File: src/rtl/write_buffer.sv
// Batch write buffer: gathers DEPTH filtered pixels, then drains them to SDRAM
// as single-word Avalon-MM writes at consecutive addresses, flagging batch and frame completion.
module write_buffer #(
  parameter int DEPTH        = 8,
  parameter int FRAME_PIXELS = 307200
) (
  input  logic        clk,
  input  logic        n_rst,
  input  logic        start,
  input  logic [31:0] base_addr,
  input  logic [23:0] pixel_data,
  input  logic        pixel_valid,
  output logic        pixel_ready,
  output logic        master_write,
  output logic [31:0] master_address,
  output logic [31:0] master_writedata,
  input  logic        master_waitrequest,
  output logic        done_write8,
  output logic        frame_done
);

  localparam int PTR_W   = $clog2(DEPTH);
  localparam int FRAME_W = $clog2(FRAME_PIXELS + 1);

  typedef enum logic [1:0] {
    IDLE,
    FILL,
    WRITE,
    DONE
  } state_t;

  state_t state, state_next;

  logic [31:0]        addr;
  logic [PTR_W-1:0]   wr_ptr;
  logic [PTR_W-1:0]   rd_ptr;
  logic [FRAME_W-1:0] frame_cnt;
  logic [FRAME_W-1:0] frame_next;
  logic [23:0]        slot [DEPTH];

  logic start_ok;
  logic pixel_fire;
  logic word_fire;
  logic last_pixel;
  logic last_word;
  logic frame_end;

  // start only matters between frames; a batch in flight always completes
  assign start_ok   = start && ((state == IDLE) || (state == DONE));
  assign pixel_fire = pixel_valid && (state == FILL);
  assign last_pixel = pixel_fire && (wr_ptr == PTR_W'(DEPTH - 1));
  assign word_fire  = (state == WRITE) && !master_waitrequest;
  assign last_word  = word_fire && (rd_ptr == PTR_W'(DEPTH - 1));
  assign frame_next = frame_cnt + FRAME_W'(1);
  assign frame_end  = (frame_next == FRAME_W'(FRAME_PIXELS));

  always_ff @(posedge clk or negedge n_rst) begin
    if (!n_rst) begin
      state <= IDLE;
    end else begin
      state <= state_next;
    end
  end

  always_comb begin
    state_next       = state;
    pixel_ready      = 1'b0;
    master_write     = 1'b0;
    master_address   = 32'h0;
    master_writedata = 32'h0;

    case (state)
      IDLE: begin
        if (start) state_next = FILL;
      end
      FILL: begin
        pixel_ready = 1'b1;
        if (last_pixel) state_next = WRITE;
      end
      WRITE: begin
        master_write     = 1'b1;
        master_address   = addr;
        master_writedata = {8'h00, slot[rd_ptr]};
        if (last_word) state_next = frame_end ? DONE : FILL;
      end
      DONE: begin
        if (start) state_next = FILL;
      end
      default: state_next = IDLE;
    endcase
  end

  // Pointers, address and frame bookkeeping; status flags are registered pulses/levels
  always_ff @(posedge clk or negedge n_rst) begin
    if (!n_rst) begin
      addr        <= 32'h0;
      wr_ptr      <= '0;
      rd_ptr      <= '0;
      frame_cnt   <= '0;
      done_write8 <= 1'b0;
      frame_done  <= 1'b0;
    end else begin
      done_write8 <= last_word;

      if (start_ok) begin
        addr       <= base_addr;
        wr_ptr     <= '0;
        rd_ptr     <= '0;
        frame_cnt  <= '0;
        frame_done <= 1'b0;
      end

      if (pixel_fire) begin
        wr_ptr <= wr_ptr + PTR_W'(1);
      end

      if (word_fire) begin
        addr      <= addr + 32'd4;
        rd_ptr    <= rd_ptr + PTR_W'(1);
        frame_cnt <= frame_next;
        if (last_word) begin
          rd_ptr <= '0;
          wr_ptr <= '0;
          if (frame_end) frame_done <= 1'b1;
        end
      end
    end
  end

  // Pixel storage needs no reset: pointers are cleared, so stale slots are never read
  always_ff @(posedge clk) begin
    if (pixel_fire) begin
      slot[wr_ptr] <= pixel_data;
    end
  end

endmodule

File: config.mk
export PLATFORM = sky130hd
export DESIGN_NAME = write_buffer
export DESIGN_NICKNAME = d
export VERILOG_FILES = /design/src/rtl/write_buffer.sv
export SDC_FILE = /design/constraint.sdc
export NUM_CORES = 1
export LEC_CHECK = 0
export BUFFER_PORTS_ARGS = -buffer_cell sky130_fd_sc_hd__buf_2
export CAP_MARGIN = 20
export CORE_MARGIN = 1.5
export CORE_UTILIZATION = 58
export DETAILED_ROUTE_END_ITERATION = 16
export PLACE_DENSITY = 0.89
export SYNTH_ARGS = -nofsm -noshare
export SYNTH_HDL_FRONTEND = slang
export SYNTH_SLANG_ARGS = --single-unit
File: constraint.sdc
create_clock -name clk -period 4.3 [get_ports clk]
set_clock_uncertainty 0.1 [all_clocks]
set_input_delay 0.43 -clock clk [delete_from_list [all_inputs] [get_ports clk]]
set_output_delay 0.43 -clock clk [all_outputs]
set_load 0.02 [all_outputs]
==> results.md <==
* Status: completed
* Crit path cell chain: mux4_2, mux2i_1, nor2b_1, buf_2
* Final ANT Viol Nets at 0
* Dpl ws at 1489 ps
* DP HPWL at 15100 um
* Pre-antenna DRT Iters at 5
* Share of cells above drive strength 1 at 0.2740
* Post-synth ARST share at 0.2411
* Pin count of the biggest net entering global routing at 62
* DRT iter0 DRCs at 587
* Number of antenna violations at the first check in global routing at 2
* CTS tree: built
* # IOs at 129
* Worst rel slew slack at 0.3296
* Fmax at 308.8 MHz
* Vias/cell at 6.313
* Crit end category: output port
* Starting Density at 0.5927
* Fin worst setup slack at 1061 ps
* First-pass GRT wire length at 39190 um
* Routability cong. at 0.8948
* CP max FO at 51
* Fin. Hold Viols at 0
* PwrDens at 617.0 mW/mm^2
* Synth top area cells: edfxtp_1 (52%), dfrtp_1 (14%), mux4_2 (9.7%)
* Unrepaired setup endpoints after global routing: false
* Sink Count at 253
* Post-synth top area share at 0.5183
* Netlist cell types at 61
* Postcts setup bufs at 0
* Setup TNS at 0 ps
* Num rows at 50
* Synthesized instance count at 761
* Post-Route WL at 25550 um
* Clock Pin Slew Worst Setup and Hold Paths at 60 ps
* Inserted Diodes at 0
* Clk buf depth at 3
* GRT overflow at 0
* Total track usage at 0.2588
* Clock root buffer: clkbuf_16
* Setup Viol. Count Final at 0
* CP max stage delay at 1070 ps
* Final nets at 955
* Number of I/O port buffers at 120
* Setup CP Type: reg2out
* Remaining DRCs at 0
* Startpoint Class: flip-flop
* WL per Instance at 22.43 um
* Max Slew Vio Count at 0
* Critical-path top delay cell: dfrtp_4
* H-Tree Depth at 1
* Tightest Pin Transition at 1006 ps
* Final Power at 7.948 mW
* Seq/Total Area, Yosys at 0.6556
* Fillers at 1207
* Die area at 0.02002 mm^2
* Peak VDD IR at 0.0004512 V
* Mapped Area at 0.01112 mm^2
* Worst path required time at 3770 ps
* EDFF count, synth at 192
* Count leader, synth: edfxtp_1
* Avg Inst Size Synth at 14.62 um^2
* Core area at 0.01877 mm^2
* Final period utilization at 0.7532
* Largest area contributor in the netlist: edfxtp_1
* Synthesis warning total at 0
* Top_reg_cell synth: edfxtp_1
* TritonCTS Buffers at 26
* Min Tclk post-route at 3239 ps
* Top post-synthesis cells by count: edfxtp_1 (192), dfrtp_1 (61), nor2_1 (50)
* CP arrival at 2710 ps
* Clock Latency Late Sink at 530 ps
* Die X at 141.5 um
* Via count at 7191
* #FFs+latches synth at 253
* Hold/Removal Path Class: in2reg
* Synthesis-to-finish area growth at 15.82%
* Vias in the first global route at 6992
* P_leak at 4.737 nW
* MaxCap Viol Count at 0
* Die Y at 141.5 um
-- stage by stage --
stage | utilization | instances | hold WS, ps | area [um^2]
after floorplan | - | 768 | 34.41 | 11150
after global placement | 0.6378 | 1087 | 315.7 | 11970
after detailed placement | 0.6378 | 1087 | 315.9 | 11970
after CTS | 0.6860 | 1138 | 42.27 | 12870
after global routing | 0.6864 | 1139 | 57.05 | 12880
final | 0.6864 | 1139 | 54.13 | 12880
-- sequential cells by signal, summed over array words and instances, names as in the netlist --
name and flops:
done_write8 1, frame_done 1, rd_ptr 3, wr_ptr 3, slot 192, addr 32
frame_cnt 19, state 2
-- routing by layer --
metal	up-vias	part of all wire	track usage
met5	-	0.00043	0
met2	420	0.51	0.4515
met3	51	0.080	0.04691
met4	2	0.027	0.08410
met1	3552	0.39	0.3321
li1	3166	-	-
-- where the power goes --
group	switching, mW	internal (mW)	leakage, nW	total, mW
sequential	0.441	2.96	2.49	3.40
combinational	1.25	1.05	1.83	2.30
clock	0.910	1.34	0.423	2.25
-- layout make-up --
class | count | area (um^2) | share of cell area
clock buffers | 36 | 708.2 | 0.05497
clock inverters | 12 | 166.4 | 0.01292
inverters | 8 | 30.03 | 0.002331
multi-input cells | 455 | 3622 | 0.2812
flip-flops and latches | 253 | 7297 | 0.5664
well taps | 234 | 292.8 | 0.02273
repair buffers | 141 | 765.7 | 0.05944
-- layout by cell type (no fill, tap or decap), types with 3 or more instances in the layout --
master,count
nor2_1,44
or3_1,3
a31oi_1,3
bufinv_16,3
o21ai_0,33
mux4_2,48
nand4_1,7
and2_1,38
a21oi_1,23
clkinv_1,4
ha_1,8
o31ai_1,3
a211oi_1,17
nand3_1,24
xor2_1,4
edfxtp_1,192
a22o_1,4
dlygate4sd3_1,3
clkbuf_16,26
nor2_2,6
buf_4,18
buf_2,120
dfrtp_1,59
nor2b_1,25
clkbuf_1,8
o32ai_1,4
nand2_1,48
xnor2_1,3
clkinv_2,3
o22ai_1,5
and4_1,3
and3_1,15
o221a_2,3
inv_1,8
mux2i_1,28
conb_1,8
a311oi_1,6
nor3_1,4
-- what timing repair did --
| action | in CTS | in global routing |
|---|---|---|
| endpoints found under the setup margin | 0 | 0 |
| resized for setup | 0 | 0 |
| endpoints found under the hold margin | 22 | 0 |
| hold buffers | 3 | 0 |
-- kinds of logic (layout without fill, tap and decap cells) --
kind of cell	Yosys count	after routing	share of synthesized area
flip-flops	253	253	0.6556
AND/OR/NAND/NOR	233	233	0.1087
AO/OA/AOI/OAI	122	122	0.07357
multiplexers	76	76	0.1224
buffers and inverters	60	197	0.02385
adder cells (fa/ha/maj)	9	9	0.01012
XOR/XNOR	7	7	0.005512
other	1	8	0.0003371
-- critical path, delay by kind of cell, from the launching register on --
kind / cells / cell delay (ps)
flip-flops: 1 / 1070
multiplexers: 2 / 810
buffers and inverters: 1 / 190
AND/OR/NAND/NOR: 1 / 90
-- path summary, 6_finish.rpt --
check,cells past startpoint,slack [ps],from,end
setup reg to reg,6,1520,rd_ptr[0],state[1]
min in group asynchronous,2,300,n_rst,addr[4]
setup / recovery,4,1060,rd_ptr[0],master_writedata[23]
max in group asynchronous,3,2840,n_rst,rd_ptr[0]
hold reg to reg,2,380,addr[0],addr[0]
hold / removal,1,50,pixel_data[13],slot[3][13]
Power figures use the tool's default switching activity.
